[src/rtl/msgdma_desc_ctrl_pkg.sv]
// Shared types and descriptor layout for the mSGDMA descriptor controller.
// Field offsets follow the standard (non-extended) 128-bit mSGDMA descriptor.
package msgdma_desc_ctrl_pkg;

  typedef enum logic [1:0] {
    IDLE  = 2'd0,
    ISSUE = 2'd1,
    DRAIN = 2'd2
  } state_t;

  localparam int FIELD_W     = 32;
  localparam int RD_ADDR_LSB = 0;
  localparam int WR_ADDR_LSB = 32;
  localparam int LEN_LSB     = 64;
  localparam int CTRL_LSB    = 96;

  localparam int CTRL_GO  = 31;
  localparam int CTRL_SOP = 8;
  localparam int CTRL_EOP = 9;

  function automatic logic [31:0] min32(input logic [31:0] a, input logic [31:0] b);
    return (a < b) ? a : b;
  endfunction

endpackage

[src/rtl/msgdma_desc_pack.sv]
// Formats descriptor fields into the 128-bit word written to the mSGDMA
// descriptor slave. Write address is unused on a memory-to-stream path.
module msgdma_desc_pack
  import msgdma_desc_ctrl_pkg::*;
(
  input  logic [31:0]  rd_addr,
  input  logic [31:0]  length,
  input  logic         sop,
  input  logic         eop,
  output logic [127:0] desc
);

  logic [31:0] ctrl;

  // NOTE: every combinational output gets a default first so no path infers a latch.
  always_comb begin
    ctrl           = '0;
    ctrl[CTRL_GO]  = 1'b1;
    ctrl[CTRL_SOP] = sop;
    ctrl[CTRL_EOP] = eop;

    desc                           = '0;
    desc[RD_ADDR_LSB +: FIELD_W]   = rd_addr;
    desc[WR_ADDR_LSB +: FIELD_W]   = '0;
    desc[LEN_LSB     +: FIELD_W]   = length;
    desc[CTRL_LSB    +: FIELD_W]   = ctrl;
  end

endmodule

[src/rtl/msgdma_desc_ctrl.sv]
// Splits a contiguous SDRAM read into chunked mSGDMA descriptors, throttled by
// a window of issued-but-unconsumed stream beats, and reports completion.
module msgdma_desc_ctrl
  import msgdma_desc_ctrl_pkg::*;
#(
  parameter int BEAT_BYTES   = 32,
  parameter int WINDOW_BEATS = 1024
) (
  input  logic         clk,
  input  logic         rst_n,
  input  logic         start,
  input  logic         abort,
  input  logic [31:0]  base_addr,
  input  logic [31:0]  total_bytes,
  input  logic [31:0]  chunk_bytes,
  output logic         desc_write,
  output logic [127:0] desc_writedata,
  output logic [15:0]  desc_byteenable,
  input  logic         desc_waitrequest,
  input  logic         st_valid,
  input  logic         st_ready,
  output logic         busy,
  output logic         done,
  output logic         cfg_error
);

  localparam int          BEAT_SHIFT = $clog2(BEAT_BYTES);
  localparam logic [31:0] BEAT_MASK  = 32'(BEAT_BYTES - 1);

  state_t       state, next_state;
  logic [31:0]  cur_addr, remaining, chunk, total_beats;
  logic [31:0]  issued_beats, consumed_beats;
  logic         first_desc, abort_pending, write_q, done_q, cfg_error_q;
  logic [127:0] data_q;
  logic [15:0]  be_q;

  logic         cfg_ok, start_ok, accepted, last_desc, window_ok, issue_now, finish;
  logic [31:0]  len, len_beats;
  logic [127:0] packed_desc;

  assign cfg_ok    = (total_bytes != '0) && (chunk_bytes != '0) &&
                     (((base_addr | total_bytes | chunk_bytes) & BEAT_MASK) == '0);
  assign start_ok  = start && !abort;
  assign len       = min32(chunk, remaining);
  assign len_beats = len >> BEAT_SHIFT;
  assign last_desc = (len == remaining);
  assign window_ok = (issued_beats - consumed_beats + len_beats) <= 32'(WINDOW_BEATS);
  assign accepted  = write_q && !desc_waitrequest;
  assign issue_now = (state == ISSUE) && !write_q && !abort && window_ok;
  assign finish    = (state == DRAIN) && !abort && (consumed_beats == total_beats);

  msgdma_desc_pack u_pack (
    .rd_addr (cur_addr),
    .length  (len),
    .sop     (first_desc),
    .eop     (last_desc),
    .desc    (packed_desc)
  );

  // NOTE: sequential state uses non-blocking assignments so every flop samples pre-edge values.
  always_ff @(posedge clk or negedge rst_n) begin
    if (!rst_n) state <= IDLE;
    else        state <= next_state;
  end

  always_comb begin
    next_state = state;
    case (state)
      IDLE:  if (start_ok && cfg_ok) next_state = ISSUE;
      ISSUE: begin
        // A stalled write must complete before an abort can take effect.
        if (write_q) begin
          if (accepted)
            next_state = (abort || abort_pending) ? IDLE : (last_desc ? DRAIN : ISSUE);
        end else if (abort) begin
          next_state = IDLE;
        end
      end
      DRAIN: if (abort || consumed_beats == total_beats) next_state = IDLE;
      default: next_state = IDLE;
    endcase
  end

  always_comb begin
    busy            = (state != IDLE);
    desc_write      = write_q;
    desc_writedata  = data_q;
    desc_byteenable = be_q;
    done            = done_q;
    cfg_error       = cfg_error_q;
  end

  // NOTE: the descriptor data register is reset too, so nothing stale is visible after rst_n.
  always_ff @(posedge clk or negedge rst_n) begin
    if (!rst_n) begin
      cur_addr       <= '0;
      remaining      <= '0;
      chunk          <= '0;
      total_beats    <= '0;
      issued_beats   <= '0;
      consumed_beats <= '0;
      first_desc     <= 1'b0;
      abort_pending  <= 1'b0;
      write_q        <= 1'b0;
      data_q         <= '0;
      be_q           <= '0;
      done_q         <= 1'b0;
      cfg_error_q    <= 1'b0;
    end else begin
      done_q      <= finish;
      cfg_error_q <= (state == IDLE) && start_ok && !cfg_ok;

      if (state == IDLE) begin
        if (start_ok && cfg_ok) begin
          cur_addr       <= base_addr;
          remaining      <= total_bytes;
          chunk          <= chunk_bytes;
          total_beats    <= total_bytes >> BEAT_SHIFT;
          issued_beats   <= '0;
          consumed_beats <= '0;
          first_desc     <= 1'b1;
          abort_pending  <= 1'b0;
        end
      end else if (st_valid && st_ready) begin
        consumed_beats <= consumed_beats + 32'd1;
      end

      if (issue_now) begin
        write_q <= 1'b1;
        data_q  <= packed_desc;
        be_q    <= '1;
      end

      if ((state == ISSUE) && write_q && desc_waitrequest && abort)
        abort_pending <= 1'b1;

      if (accepted) begin
        write_q       <= 1'b0;
        be_q          <= '0;
        cur_addr      <= cur_addr + len;
        remaining     <= remaining - len;
        issued_beats  <= issued_beats + len_beats;
        first_desc    <= 1'b0;
        abort_pending <= 1'b0;
      end
    end
  end

endmodule
[config.mk]
export PLATFORM = sky130hd
export DESIGN_NAME = msgdma_desc_ctrl
export DESIGN_NICKNAME = d
export VERILOG_FILES = /design/src/rtl/msgdma_desc_ctrl_pkg.sv /design/src/rtl/msgdma_desc_pack.sv /design/src/rtl/msgdma_desc_ctrl.sv
export SDC_FILE = /design/constraint.sdc
export NUM_CORES = 1
export LEC_CHECK = 0
export ABC_CLOCK_PERIOD_IN_PS = 9070
export BUFFER_PORTS_ARGS = -buffer_cell sky130_fd_sc_hd__clkbuf_2
export CAP_MARGIN = 20
export CORE_MARGIN = 3
export CORE_UTILIZATION = 54
export DETAILED_ROUTE_END_ITERATION = 10
export GPL_TIMING_DRIVEN = 0
export PLACE_DENSITY = 0.82
export RECOVER_POWER = 50
export SYNTH_ARGS = -nofsm -noshare
export SYNTH_HDL_FRONTEND = slang
export SYNTH_SLANG_ARGS = --single-unit
[constraint.sdc]
create_clock -name clk -period 9.07 [get_ports clk]
set_input_delay 1.814 -clock clk [delete_from_list [all_inputs] [get_ports clk]]
set_output_delay 1.814 -clock clk [all_outputs]
set_load 0.1 [all_outputs]
# ---- Word-level counts from Yosys, hierarchy flattened
# Cells that the tools add are included.
dict set report op_classes {
  n_addsub 6
  order_cmp 2
  n_eq_ne 8
  n_mux 31
  n_bitwise 2
  n_reduce_logical 38
}
# operator count
set ops {}
lappend ops {{two-way mux 32 bit} 12}
lappend ops {{adder 32 x 27 -> 32 bit} 2}
lappend ops {{nonzero test 32 bit} 2}
lappend ops {{subtractor 32 bit} 2}
lappend ops {{adder 32 x 1 -> 32 bit, second input constant} 1}
lappend ops {{adder 32 bit} 1}
lappend ops {{== test 32 x 27 -> 1 bit} 1}
lappend ops {{== test 32 bit} 1}
lappend ops {{<= comparator 32 x 11 -> 1 bit, second input constant} 1}
lappend ops {{logical NOT 32 bit} 1}
lappend ops {{less-than comparator 32 bit} 1}
lappend ops {{two-way mux 16 bit} 2}
lappend ops {{logical AND 1 bit} 16}
lappend ops {{two-way mux 2 bit} 7}
lappend ops {{OR 5 bit} 2}
lappend ops {{nonzero test 2 bit} 5}
lappend ops {{two-way mux 1 bit} 9}
lappend ops {{AND reduction 2 bit} 4}
lappend ops {{inequality test 3 bit, second input constant} 2}
lappend ops {{case mux 2 bit (3 select lines)} 1}
lappend ops {{nonzero test 3 bit} 2}
lappend ops {{logical NOT 1 bit} 4}
lappend ops {{AND reduction 4 bit} 1}
lappend ops {{== test 2 x 1 -> 1 bit, second input constant} 1}
lappend ops {{5 further kinds} 6}
dict set report word_totals {
  ff_bits 277
  inputBits 103
  out_inout_bits 148
}

# ---- Logic depth before layout (Yosys ltp)
# Gate-level depths: netlist (run 1).
dict set report logic_depth {
  word_depth 9
  mapped_depth 27
}

# ---- Cells and area by module
# Synthesis (run 1) repeated with hierarchy kept, for this count alone.
dict set report unflattened {
  cells_unflattened 2495
  hier_area_um2 22636.7
}
# module n_inst cells_each area_each_um2 seq_area_each_um2
set modules_own_cells {}
lappend modules_own_cells {msgdma_desc_ctrl 1 2365 21668.3 8057.7}
lappend modules_own_cells {msgdma_desc_pack 1 130 968.4 0.0}

# ---- Worst setup path after synthesis (run 1)
# No wires, ideal clock.
dict set report synth_timing {
  kind {reg-to-reg}
  start {register remaining[31]}
  end {register data_q[27] (netlist: desc_writedata[27])}
  setup_ns 0.125
  arrival_time_ns 6.551
  required_ns 8.945
  path_slack_ns 2.393
  stages_incl_launch_ff 25
  path_buffers 3
  period_less_slack_ns 6.677
  path_cell_list {dfrtp_1 > inv_1 > ha_1 > nand4_1 > or2_2 > or4_1 > nor3_1 > o211ai_1 > o211ai_1 > clkbuf_1 > mux2_2 > fa_1 > fa_1 > a211oi_1 > o211ai_1 > a32oi_2 > a21oi_1 > o31ai_1 > xnor2_1 > nor4_1 > nand4_1 > a2111oi_4 > buf_4 > buf_4 > mux2_2}
}
dict set report synth_via {
  elab_chain_cells 5
}
# item line
set synth_rtl {}
lappend synth_rtl {{start, declared} msgdma_desc_ctrl.sv:31} ;# logic [31:0] cur_addr, remaining, chunk, total_beats;
lappend synth_rtl {{start signal, assigned} msgdma_desc_ctrl.sv:116} ;# remaining <= total_bytes;
lappend synth_rtl {{start signal, assigned} msgdma_desc_ctrl.sv:141} ;# remaining <= remaining - len;
lappend synth_rtl {{less-than comparator 32 bit} msgdma_desc_ctrl_pkg.sv:22} ;# return (a < b) ? a : b;
lappend synth_rtl {{two-way mux 32 bit} msgdma_desc_ctrl_pkg.sv:22}
lappend synth_rtl {{named net len[6]} msgdma_desc_ctrl.sv:38} ;# logic [31:0] len, len_beats;
lappend synth_rtl {{adder 32 x 27 -> 32 bit} msgdma_desc_ctrl.sv:47} ;# assign window_ok = (issued_beats - consumed_beats + len_beats) <= 32'(WINDOW_BEATS);
lappend synth_rtl {{<= comparator 32 x 11 -> 1 bit} msgdma_desc_ctrl.sv:47}
lappend synth_rtl {{logical AND 1 bit} msgdma_desc_ctrl.sv:49} ;# assign issue_now = (state == ISSUE) && !write_q && !abort && window_ok;
lappend synth_rtl {{end signal, assigned} msgdma_desc_ctrl.sv:130} ;# data_q <= packed_desc;
lappend synth_rtl {{end, declared} msgdma_desc_ctrl.sv:34} ;# logic [127:0] data_q;
# The timed path passes the listed nets, and every way through them passes these cells.
# A chain may end at the register's enable or synchronous reset.

# ---- Worst setup path after layout (run 1)
# Ends and elaborated chain as after synthesis.

==> results of run 1 <==
## repair_timing
action	in CTS	in global routing
endpoints found under the setup margin	0	18
gates resized for setup	0	0
setup buffers	0	0
## power groups by stage
stage / Clock (mW) / Combinational [mW] / Sequential (mW)
after floorplan: 0 / 0.136 / 1.19
after global placement: 0 / 0.197 / 1.19
after detailed placement: 0 / 0.200 / 1.19
after CTS: 1.20 / 0.201 / 1.17
after global routing: 1.25 / 0.209 / 1.16
final: 1.20 / 0.201 / 1.17
## layout make-up
type,instances,share of cell area [%]
Multi-Input combinational cell,1703,53.07
Sequential cell,261,29.56
Timing Repair Buffer,192,4.265
Buffer,146,3.868
Clock buffer,38,3.529
Tap cell,455,2.577
Inverter,142,2.413
Clock inverter,13,0.7136
## cell usage after synthesis (13+ instances only)
cell type,number,share of area (%)
nand2_1,311,6.0
dfrtp_1,261,34
ha_1,157,10
inv_1,142,2.7
nor2_1,132,2.6
a21oi_1,119,3.1
o21ai_0,103,2.7
mux2_2,91,5.3
xnor2_1,82,3.7
buf_4,80,3.1
nand3_1,64,1.6
xor2_1,52,2.3
clkbuf_1,48,0.93
a21o_1,46,1.8
a31oi_1,45,1.4
nor3_1,39,1.0
and3_1,34,1.1
fa_1,30,3.1
nand4_1,29,0.93
nand2b_1,28,0.90
nor4_1,27,0.87
a211oi_1,25,0.97
nor2b_1,20,0.64
o21a_1,14,0.54
or3_1,14,0.45
buf_1,13,0.25
o211ai_1,13,0.50
## how the worst max path moves through the flow
stage / end / start / depth (start not counted)
2_1_floorplan: desc_writedata[27] / remaining[31] / 24
3_5_place_dp: desc_writedata[27] / remaining[31] / 26
6_report: desc_writedata[27] / remaining[31] / 26
4_1_cts: desc_writedata[27] / remaining[31] / 26
5_1_grt: desc_writedata[27] / remaining[25] / 27
3_3_place_gp: desc_writedata[28] / remaining[28] / 26
## registers in the layout, indices dropped and copies added, names as in the netlist
signal           cells
state                2
issued_beats        32
chunk               32
done                 1
desc_writedata      67
abort_pending        1
cur_addr            32
first_desc           1
consumed_beats      32
cfg_error            1
total_beats         27
desc_byteenable      1
remaining           32
## metrics by stage
stage | utilization [%] | instances | setup WS, ns | hold WS [ns] | cell area (µm²)
2_1_floorplan | - | 2252 | 2.393 | 0.4606 | 19640
3_3_place_gp | 60.51 | 2896 | 0.2960 | 0.4579 | 21160
3_5_place_dp | 60.72 | 2899 | 0.2423 | 0.4557 | 21230
4_1_cts | 63.40 | 2950 | 0.1530 | 0.4794 | 22170
5_1_grt | 63.17 | 2950 | 0.02417 | 0.5161 | 22090
6_report | 63.17 | 2950 | 0.07260 | 0.4809 | 22090
## per-layer routing
metal  track usage (%)  vias up
li1                  -     8158
met1             41.22     8568
met2             53.99      884
met3             3.865      191
met4             15.95        0
met5                 0        -
## cell families (layout without fill, tap and decap cells)
family | count (synthesis) | after routing | share of synthesized area, %
AND/OR/NAND/NOR | 747 | 747 | 18.07
AO/OA/AOI/OAI | 467 | 467 | 15.70
buffers and inverters | 288 | 531 | 7.146
flip-flops | 261 | 261 | 33.64
adder cells (fa/ha/maj) | 187 | 187 | 13.21
XOR/XNOR | 134 | 134 | 6.044
multiplexers | 107 | 107 | 6.173
other | 1 | 61 | 0.01931
==> results.py, run 1 <==
metrics = {
    "sta": {
        "drv_slew": 154,
        "fin_crit_ns": 8.997,
        "finClkSkew_ns": 0.03043,
        "slew_headroom_pct": -212.8,
        "final.period_utilization_pct": 99.20,
        "rsz0062_at_grt": "false",
        "setup_violations": 0,
        "tns_ns": 0,
        "finalHoldViolCount": 0,
        "tightest_slew_ns": 4.692,
        "fmax_ghz": 0.1111,
    },
    "synthesis": {
        "synth_cell_type_count": 81,
        "synth_edf_count": 0,
        "ys_ff_latch": 261,
        "ys_warn_count": 0,
        "netlist_area_mm2": 0.01942,
        "ys_seq_area_share_pct": 33.64,
        "async_flop_share_pct": 100.0,
        "synth_cells": 2192,
        "syn_area_per_cell_um2": 8.858,
        "synth_ff_type": "dfrtp_1",
    },
    "die": {
        "row_count": 68,
        "pin_count": 251,
        "initial_core_util_pct": 55.53,
        "die_x_um": 195.6,
        "core_area_mm2": 0.03497,
        "die_height_um": 195.6,
        "dieArea_mm2": 0.03827,
    },
    "route": {
        "met3_length_um": 5066,
        "drtIter0Drc": 1502,
        "drt_pass1_iterations": 7,
        "drt-total-wl_um": 62950,
        "avgRoutedWirePerCell_um": 21.34,
        "wl_met2_um": 29420,
        "ant_nets": 0,
        "highest_layer": "met4",
        "drc": 0,
        "via_per_inst": 6.034,
        "vias": 17800,
        "met1Wirelength_um": 24710,
    },
    "layout": {
        "drive_gt1_share_pct": 15.51,
        "nets": 2765,
        "final_cell_mix": "nand2_1 (311), dfrtp_1 (261), ha_1 (157)",
        "ff_latch_area_mm2": 0.006531,
        "syn2layout_area_growth_pct": 13.77,
        "fill_cells": 2970,
        "multi_input_area_mm2": 0.01172,
        "layout_commonest_cell": "nand2_1",
        "antennaDiodeCount": 0,
    },
    "power_and_ir_drop": {
        "seqPwrFrac_pct": 45.4,
        "ir_drop_v": 0.0001498,
        "p_total_mw": 2.569,
        "powerDensity_mw_per_mm2": 116.3,
        "combPwrFrac_pct": 7.8,
        "pwr-share-clk_pct": 46.8,
        "p_int_mw": 1.892,
        "power.leakage_nw": 11.15,
        "p_sw_mw": 0.6764,
        "p_sw_share_pct": 26.33,
    },
    "critical_path": {
        "rr_worst_depth": 26,
        "slowest_delay_ns": 0.78,
        "cp_max_fo": 10,
        "path_class": "flop to flop",
        "reg2reg_to": "desc_writedata[27]",
        "crit_required_ns": 9.53,
        "cp_slowest_cell": "a2111oi_4",
        "r2r-start": "remaining[31]",
        "r2r_setup_slack_ns": 0.07,
        "crit_path_end_kind": "flop",
        "critPathBufInv": 7,
        "crit_arrival_ns": 9.46,
        "critPathTopFamily": "simple AND/OR/NAND/NOR gates",
        "start_kind": "flop",
    },
    "placement": {
        "gp_congestion": 0.9826,
        "dp_hpwl_um": 48510,
        "portBuffers": 189,
    },
    "clock_tree": {
        "numClockSinks": 261,
        "cts_hold_repair.buffers": 0,
        "root_buffer": "clkbuf_16",
        "cts-htree-levels": 1,
        "numCtsBuffers": 29,
        "cts_buffer_depth": 3,
        "clk_pin_slew_worst_paths_ns": 0.06,
        "cts_tree": "built",
        "clock_latency_ns": 0.59,
    },
    "run": {
        "drv_cap": 2,
    },
    "worst_hold_path": {
        "worst_hold_path_type": "flop to flop",
        "worstHoldEndpoint": "desc_writedata[127]",
        "hp-start": "desc_writedata[127]",
        "whs_path_depth": 1,
    },
    "grt": {
        "grt_pass1_vias": 17740,
        "grt_remaining_overflow": 0,
        "grt_pass1_wl_um": 97750,
        "grt_max_degree": 111,
        "grt_antenna_before_repair": 0,
        "grtUsageTotal_pct": 32.16,
    },
    "status": {
        "status": "finished, violations left",
        "violations": "capacitance limit, slew limit",
    },
}
Note: power is estimated with default switching activity, not from simulation.
==> run 2: changes to the inputs <==
ABC_AREA = 0   (was not set)
PLACE_DENSITY = not set   (was 0.82)
PLACE_DENSITY_LB_ADDON = 0.05   (was not set)
==> results.py, run 2 (synthesis gave the netlist of run 1 again) <==
metrics = {
    "clock_tree": {
        "cts-resized-gates": 0,
        "cts_buffer_depth": 3,
        "clk_pin_slew_worst_paths_ns": 0.06,
        "cts-htree-levels": 1,
        "numClockSinks": 261,
        "cts_tree": "built",
        "clock_latency_ns": 0.56,
        "numCtsBuffers": 29,
        "root_buffer": "clkbuf_16",
    },
    "layout": {
        "drive_gt1_share_pct": 15.78,
        "final_cell_mix": "nand2_1 (311), dfrtp_1 (261), ha_1 (157)",
        "utilization_pct": 63.41,
        "finalNonFillerCells": 2952,
        "layout_commonest_cell": "nand2_1",
        "largest_reg_flops": 67,
        "nets": 2767,
        "final_area_mm2": 0.02217,
        "antennaDiodeCount": 0,
        "syn2layout_area_growth_pct": 14.20,
    },
    "placement": {
        "portBuffers": 189,
        "dp.cells": 2899,
        "place_area_mm2": 0.02123,
        "pre_cts_slack_ns": 0.2225,
        "gp_congestion": 0.9934,
        "dp_hpwl_um": 48950,
    },
    "grt": {
        "grt_pass1_wl_um": 96070,
        "grtUsageMet2_pct": 50.61,
        "grt_pass1_vias": 17150,
        "busiest_layer": "met2",
        "gr-usage-met1_pct": 43.62,
        "use_met3_pct": 3.899,
        "grt_remaining_overflow": 0,
        "grt_antenna_before_repair": 0,
        "grtUsageTotal_pct": 31.92,
        "grt_max_degree": 100,
    },
    "die": {
        "die_x_um": 195.6,
        "initial_core_util_pct": 55.53,
        "pin_count": 251,
        "row_count": 68,
        "dieArea_mm2": 0.03827,
        "core_area_mm2": 0.03497,
        "die_height_um": 195.6,
    },
    "sta": {
        "finalHoldViolCount": 0,
        "tns_ns": 0,
        "rsz0062_at_grt": "false",
        "final.period_utilization_pct": 91.93,
        "slew_headroom_pct": -236.7,
        "fin_ws_ns": 0.7318,
        "fmax_ghz": 0.1199,
        "fin_crit_ns": 8.338,
        "setup_violations": 0,
        "finClkSkew_ns": 0.01374,
        "tightest_slew_ns": 5.050,
        "drv_slew": 266,
    },
    "power_and_ir_drop": {
        "powerDensity_mw_per_mm2": 119.6,
        "ir_drop_v": 0.0001402,
        "power.leakage_nw": 11.20,
    },
    "route": {
        "vias": 17420,
        "via_per_inst": 5.900,
        "ant_nets": 0,
        "drtIter0Drc": 1196,
        "drt-total-wl_um": 62150,
        "drc": 0,
        "avgRoutedWirePerCell_um": 21.05,
        "drt_pass1_iterations": 5,
    },
    "critical_path": {
        "cp_slowest_cell": "or4_1",
        "path_class": "flop to flop",
        "slowest_delay_ns": 0.57,
        "critPathTopFamily": "simple AND/OR/NAND/NOR gates",
        "crit_arrival_ns": 8.77,
        "crit_required_ns": 9.51,
        "cp_max_fo": 10,
        "r2r_setup_slack_ns": 0.73,
        "r2r-start": "remaining[31]",
        "start_kind": "flop",
        "critPathBufInv": 8,
        "crit_path_end_kind": "flop",
        "critPathLaunch": "remaining[31]",
        "reg2reg_to": "desc_writedata[29]",
        "rr_worst_depth": 27,
    },
    "worst_hold_path": {
        "whs_path_depth": 1,
        "worstHoldEndpoint": "desc_writedata[127]",
        "worst_hold_path_type": "flop to flop",
        "hp-start": "desc_writedata[127]",
    },
    "status": {
        "status": "finished, violations left",
        "violations": "capacitance limit, slew limit",
    },
    "run": {
        "drv_cap": 3,
    },
}
-- run 2: cell count changes in the layout (fill, tap and decap cells not counted), sizes merged --
| cell | change |
|---|---|
| clkinvlp | -2 |
| dlymetal6s4s | -1 |
| buf | +1 |
| inv | -1 |
| bufinv | +3 |
| clkinv | +1 |
| clkbuf | +1 |
-- run 2: timing repair --
action / 4_1_cts / 5_1_grt
setup buffers: 0 / 2
endpoints found under the setup margin: 0 / 61
hold buffers: 0 / 0
-- run 2: layer usage --
metal,routed length [µm],part of all wire [%]
met5,0,0
met1,26640,43
met3,4389,7.1
met4,3564,5.7
met2,27550,44
-- run 2: worst max-delay path by stage --
stage / to / slack [ns] / depth (start not counted)
after floorplan: desc_writedata[27] / 2.39 / 24
after global placement: desc_writedata[27] / 0.28 / 26
after detailed placement: desc_writedata[27] / 0.22 / 27
after CTS: desc_writedata[29] / 0.16 / 26
after global routing: desc_writedata[26] / 0.31 / 28
final: desc_writedata[29] / 0.73 / 27
-- run 2: through the flow --
step	hold WS [ns]	power, mW
final	0.4807	2.652
after global routing	0.5026	2.717
after CTS	0.4778	2.664
after detailed placement	0.4544	1.387
after global placement	0.4512	1.383
after floorplan	0.4606	1.324
-- run 2: power breakdown --
part / switching (mW) / internal [mW] / leakage (nW) / total, mW
clock network: 0.504 / 0.785 / 0.499 / 1.29
logic: 0.160 / 0.0373 / 7.18 / 0.197
registers: 0.000317 / 1.16 / 3.52 / 1.17
-- run 2: area by class of cell --
cell class                      instances  area [µm²]
Multi-Input combinational cell       1703       11720
Buffer                                146       854.6
Fill cell                            3065       12790
Clock buffer                           37       795.8
Clock inverter                         14       225.2
Sequential cell                       261        6531
Tap cell                              455       569.3
Inverter                              142       533.0
Timing Repair Buffer                  194       940.9
-- run 2: worst reg2reg max path, delay by kind of cell (launching register included) --
family,cells,cell delay (ns)
and+or+nand+nor,10,3.14
buffers and inverters,8,1.84
adders and majority gates,3,1.10
AOI/OAI and AO/OA,4,0.91
muxes,2,0.78
DFF,1,0.43
==> run 3: changes to the inputs <==
SYNTH_HIERARCHICAL = 1   (was not set)
==> results.py, run 3 <==
metrics = {
    "status": {
        "status": "finished, violations left",
        "violations": "capacitance limit, slew limit",
    },
    "sta": {
        "fin_crit_ns": 7.845,
        "drv_slew": 121,
        "setup_violations": 0,
        "whs_ns": 0.4789,
        "finalHoldViolCount": 0,
        "finClkSkew_ns": 0.01255,
        "slew_headroom_pct": -206.0,
        "fmax_ghz": 0.1275,
        "final.period_utilization_pct": 86.49,
        "rsz0062_at_grt": "false",
        "tightest_slew_ns": 4.590,
    },
    "synthesis": {
        "synth_top_cell_by_area": "dfrtp_1",
        "synth_cells": 2495,
        "yosysMostFrequentCell": "nand2_1",
        "synth_edf_count": 0,
        "ys_warn_count": 6,
        "synth_ff_type": "dfrtp_1",
        "synth_cell_type_count": 79,
        "yosys.area.top_type_share_pct": 35.60,
        "netlist_area_mm2": 0.02264,
        "ys_seq_area_share_pct": 35.60,
        "synthTopCellsByCount": "nand2_1 (350), dfrtp_1 (322), nor2_1 (164)",
        "ys_ff_latch": 322,
        "ys_top_cells_by_area": "dfrtp_1 (36%), ha_1 (8.7%), nand2_1 (5.8%)",
        "syn_area_per_cell_um2": 9.073,
        "async_flop_share_pct": 100.0,
    },
    "route": {
        "highest_layer": "met4",
        "met3_length_um": 4590,
        "drt_pass1_iterations": 7,
        "drt-total-wl_um": 68580,
        "vias": 19400,
        "met1Wirelength_um": 29260,
        "avgRoutedWirePerCell_um": 20.12,
        "ant_nets": 0,
        "via_per_inst": 5.693,
        "drc": 0,
        "wl_met2_um": 31630,
        "drtIter0Drc": 1390,
    },
    "worst_hold_path": {
        "whs_path_depth": 1,
        "worstHoldEndpoint": "desc_writedata[117]",
        "worst_hold_path_type": "flop to flop",
        "hp-start": "desc_writedata[117]",
    },
    "clock_tree": {
        "clk_pin_slew_worst_paths_ns": 0.06,
        "cts-htree-levels": 2,
        "clock_latency_ns": 0.54,
        "cts_setup_buffers": 0,
        "root_buffer": "clkbuf_16",
        "cts_hold_repair.buffers": 0,
        "cts_buffer_depth": 3,
        "cts_tree": "built",
        "numCtsBuffers": 37,
        "cts-resized-gates": 0,
        "numClockSinks": 322,
    },
    "die": {
        "die_height_um": 210.7,
        "row_count": 74,
        "initial_core_util_pct": 55.06,
        "pin_count": 251,
        "core_area_mm2": 0.04111,
        "die_x_um": 210.7,
        "dieArea_mm2": 0.04441,
    },
    "layout": {
        "final_cell_mix": "nand2_1 (350), dfrtp_1 (322), clkbuf_2 (176)",
        "syn2layout_area_growth_pct": 15.43,
        "nets": 3138,
        "drive_gt1_share_pct": 15.72,
        "layout_commonest_cell": "nand2_1",
        "utilization_pct": 63.56,
        "largest_reg_flops": 128,
    },
    "grt": {
        "grt_antenna_before_repair": 0,
        "grt_pass1_vias": 19290,
        "grt_remaining_overflow": 0,
        "grt_max_degree": 111,
        "grtUsageTotal_pct": 30.60,
        "grt_pass1_wl_um": 106000,
    },
    "power_and_ir_drop": {
        "ir_drop_v": 0.0001056,
        "power.leakage_nw": 13.95,
        "powerDensity_mw_per_mm2": 122.7,
    },
    "critical_path": {
        "crit_path_end_kind": "flop",
        "cp_max_fo": 10,
        "start_kind": "flop",
        "cp_slowest_cell": "fa_1",
        "cp_common_cell": "nor2_1",
        "r2r-start": "remaining[29]",
        "path_class": "flop to flop",
        "reg2reg_to": "desc_writedata[123]",
        "rr_worst_depth": 26,
        "crit_required_ns": 9.48,
        "crit_arrival_ns": 8.26,
        "slowest_delay_ns": 0.52,
        "r2r_setup_slack_ns": 1.22,
    },
    "run": {
        "drv_cap": 2,
    },
    "placement": {
        "gp_congestion": 1.025,
        "portBuffers": 250,
        "dp_hpwl_um": 53740,
    },
}
run 3: cell count changes in the layout (fill, tap and decap cells not counted), sizes merged, moves of 9 or more:
cell	before	now
and3	34	44
nand2b	28	19
inv	142	129
nand2	311	350
buf	101	174
o21ai	104	118
clkbuf	276	363
a211oi	26	17
a21oi	119	106
a21o	46	87
mux2	102	129
nor2	132	164
dfrtp	261	322
run 3: logic make-up (layout without fill, tap and decap cells):
logic type / Yosys count / after routing / synth area share, %
flip-flops: 322 / 322 / 35.60
AO/OA/AOI/OAI: 503 / 503 / 14.50
buffers and inverters: 360 / 680 / 9.021
AND/OR/NAND/NOR: 847 / 847 / 17.44
other: 2 / 63 / 0.03318
XOR/XNOR: 136 / 136 / 5.262
multiplexers: 138 / 138 / 6.815
adder cells (fa/ha/maj): 187 / 187 / 11.33
run 3: final cells by class:
cell class              count  area [µm²]
inverters                 128       480.5
repair buffers            254        1229
fillers                  3515       14980
multi-input cells        1873       12760
clock inverters            15       239.0
diodes                      1       2.502
flip-flops and latches    322        8058
well taps                 532       665.6
plain buffers             232        1562
clock buffers              51        1131
run 3: how the worst max path moves through the flow:
stage | start | endpoint | slack, ns | cells past startpoint
after CTS | remaining[1] | desc_writedata[123] | 1.35 | 24
after global placement | rst_n | issued_beats[21] | -0.99 | 1
after global routing | remaining[13] | desc_writedata[65] | 0.79 | 28
after floorplan | remaining[17] | desc_writedata[0] | 3.11 | 26
after detailed placement | remaining[1] | desc_writedata[123] | 1.39 | 24
final | remaining[29] | desc_writedata[123] | 1.22 | 26
run 3: metal layers:
metal  GRT usage (%)  up-vias
li1                -     9258
met1           40.39     9313
met2           50.78      675
met3           4.515      156
met4           12.77        0
met5               0        -
run 3: worst max-delay path: cells and delay by family (launching register included):
| kind | cells | cell delay, ns |
|---|---|---|
| buf+inv | 4 | 0.80 |
| fa+ha+maj | 3 | 1.25 |
| mux | 1 | 0.33 |
| compound gates | 7 | 2.42 |
| xor+xnor | 1 | 0.08 |
| flops | 1 | 0.35 |
| simple gates | 10 | 2.43 |
run 3: per-stage QoR:
stage / area [µm²] / instances / worst slack, ns / total power, mW / TNS [ns]
after floorplan: 22860 / 2555 / 3.111 / 1.494 / 0
after global placement: 24780 / 3337 / -0.9873 / 1.559 / -308.08
after detailed placement: 24870 / 3340 / 1.387 / 1.564 / 0
after CTS: 26240 / 3406 / 1.354 / 3.229 / 0
after global routing: 26130 / 3407 / 0.7885 / 3.298 / 0
final: 26130 / 3408 / 1.225 / 3.207 / 0
run 3: report_power, final:
| group | internal, mW | switching, mW | total (mW) | leakage (nW) |
|---|---|---|---|---|
| clock network | 1.04 | 0.627 | 1.67 | 0.678 |
| registers | 1.44 | 0.000286 | 1.44 | 4.36 |
| logic | 0.0394 | 0.0596 | 0.0990 | 8.91 |
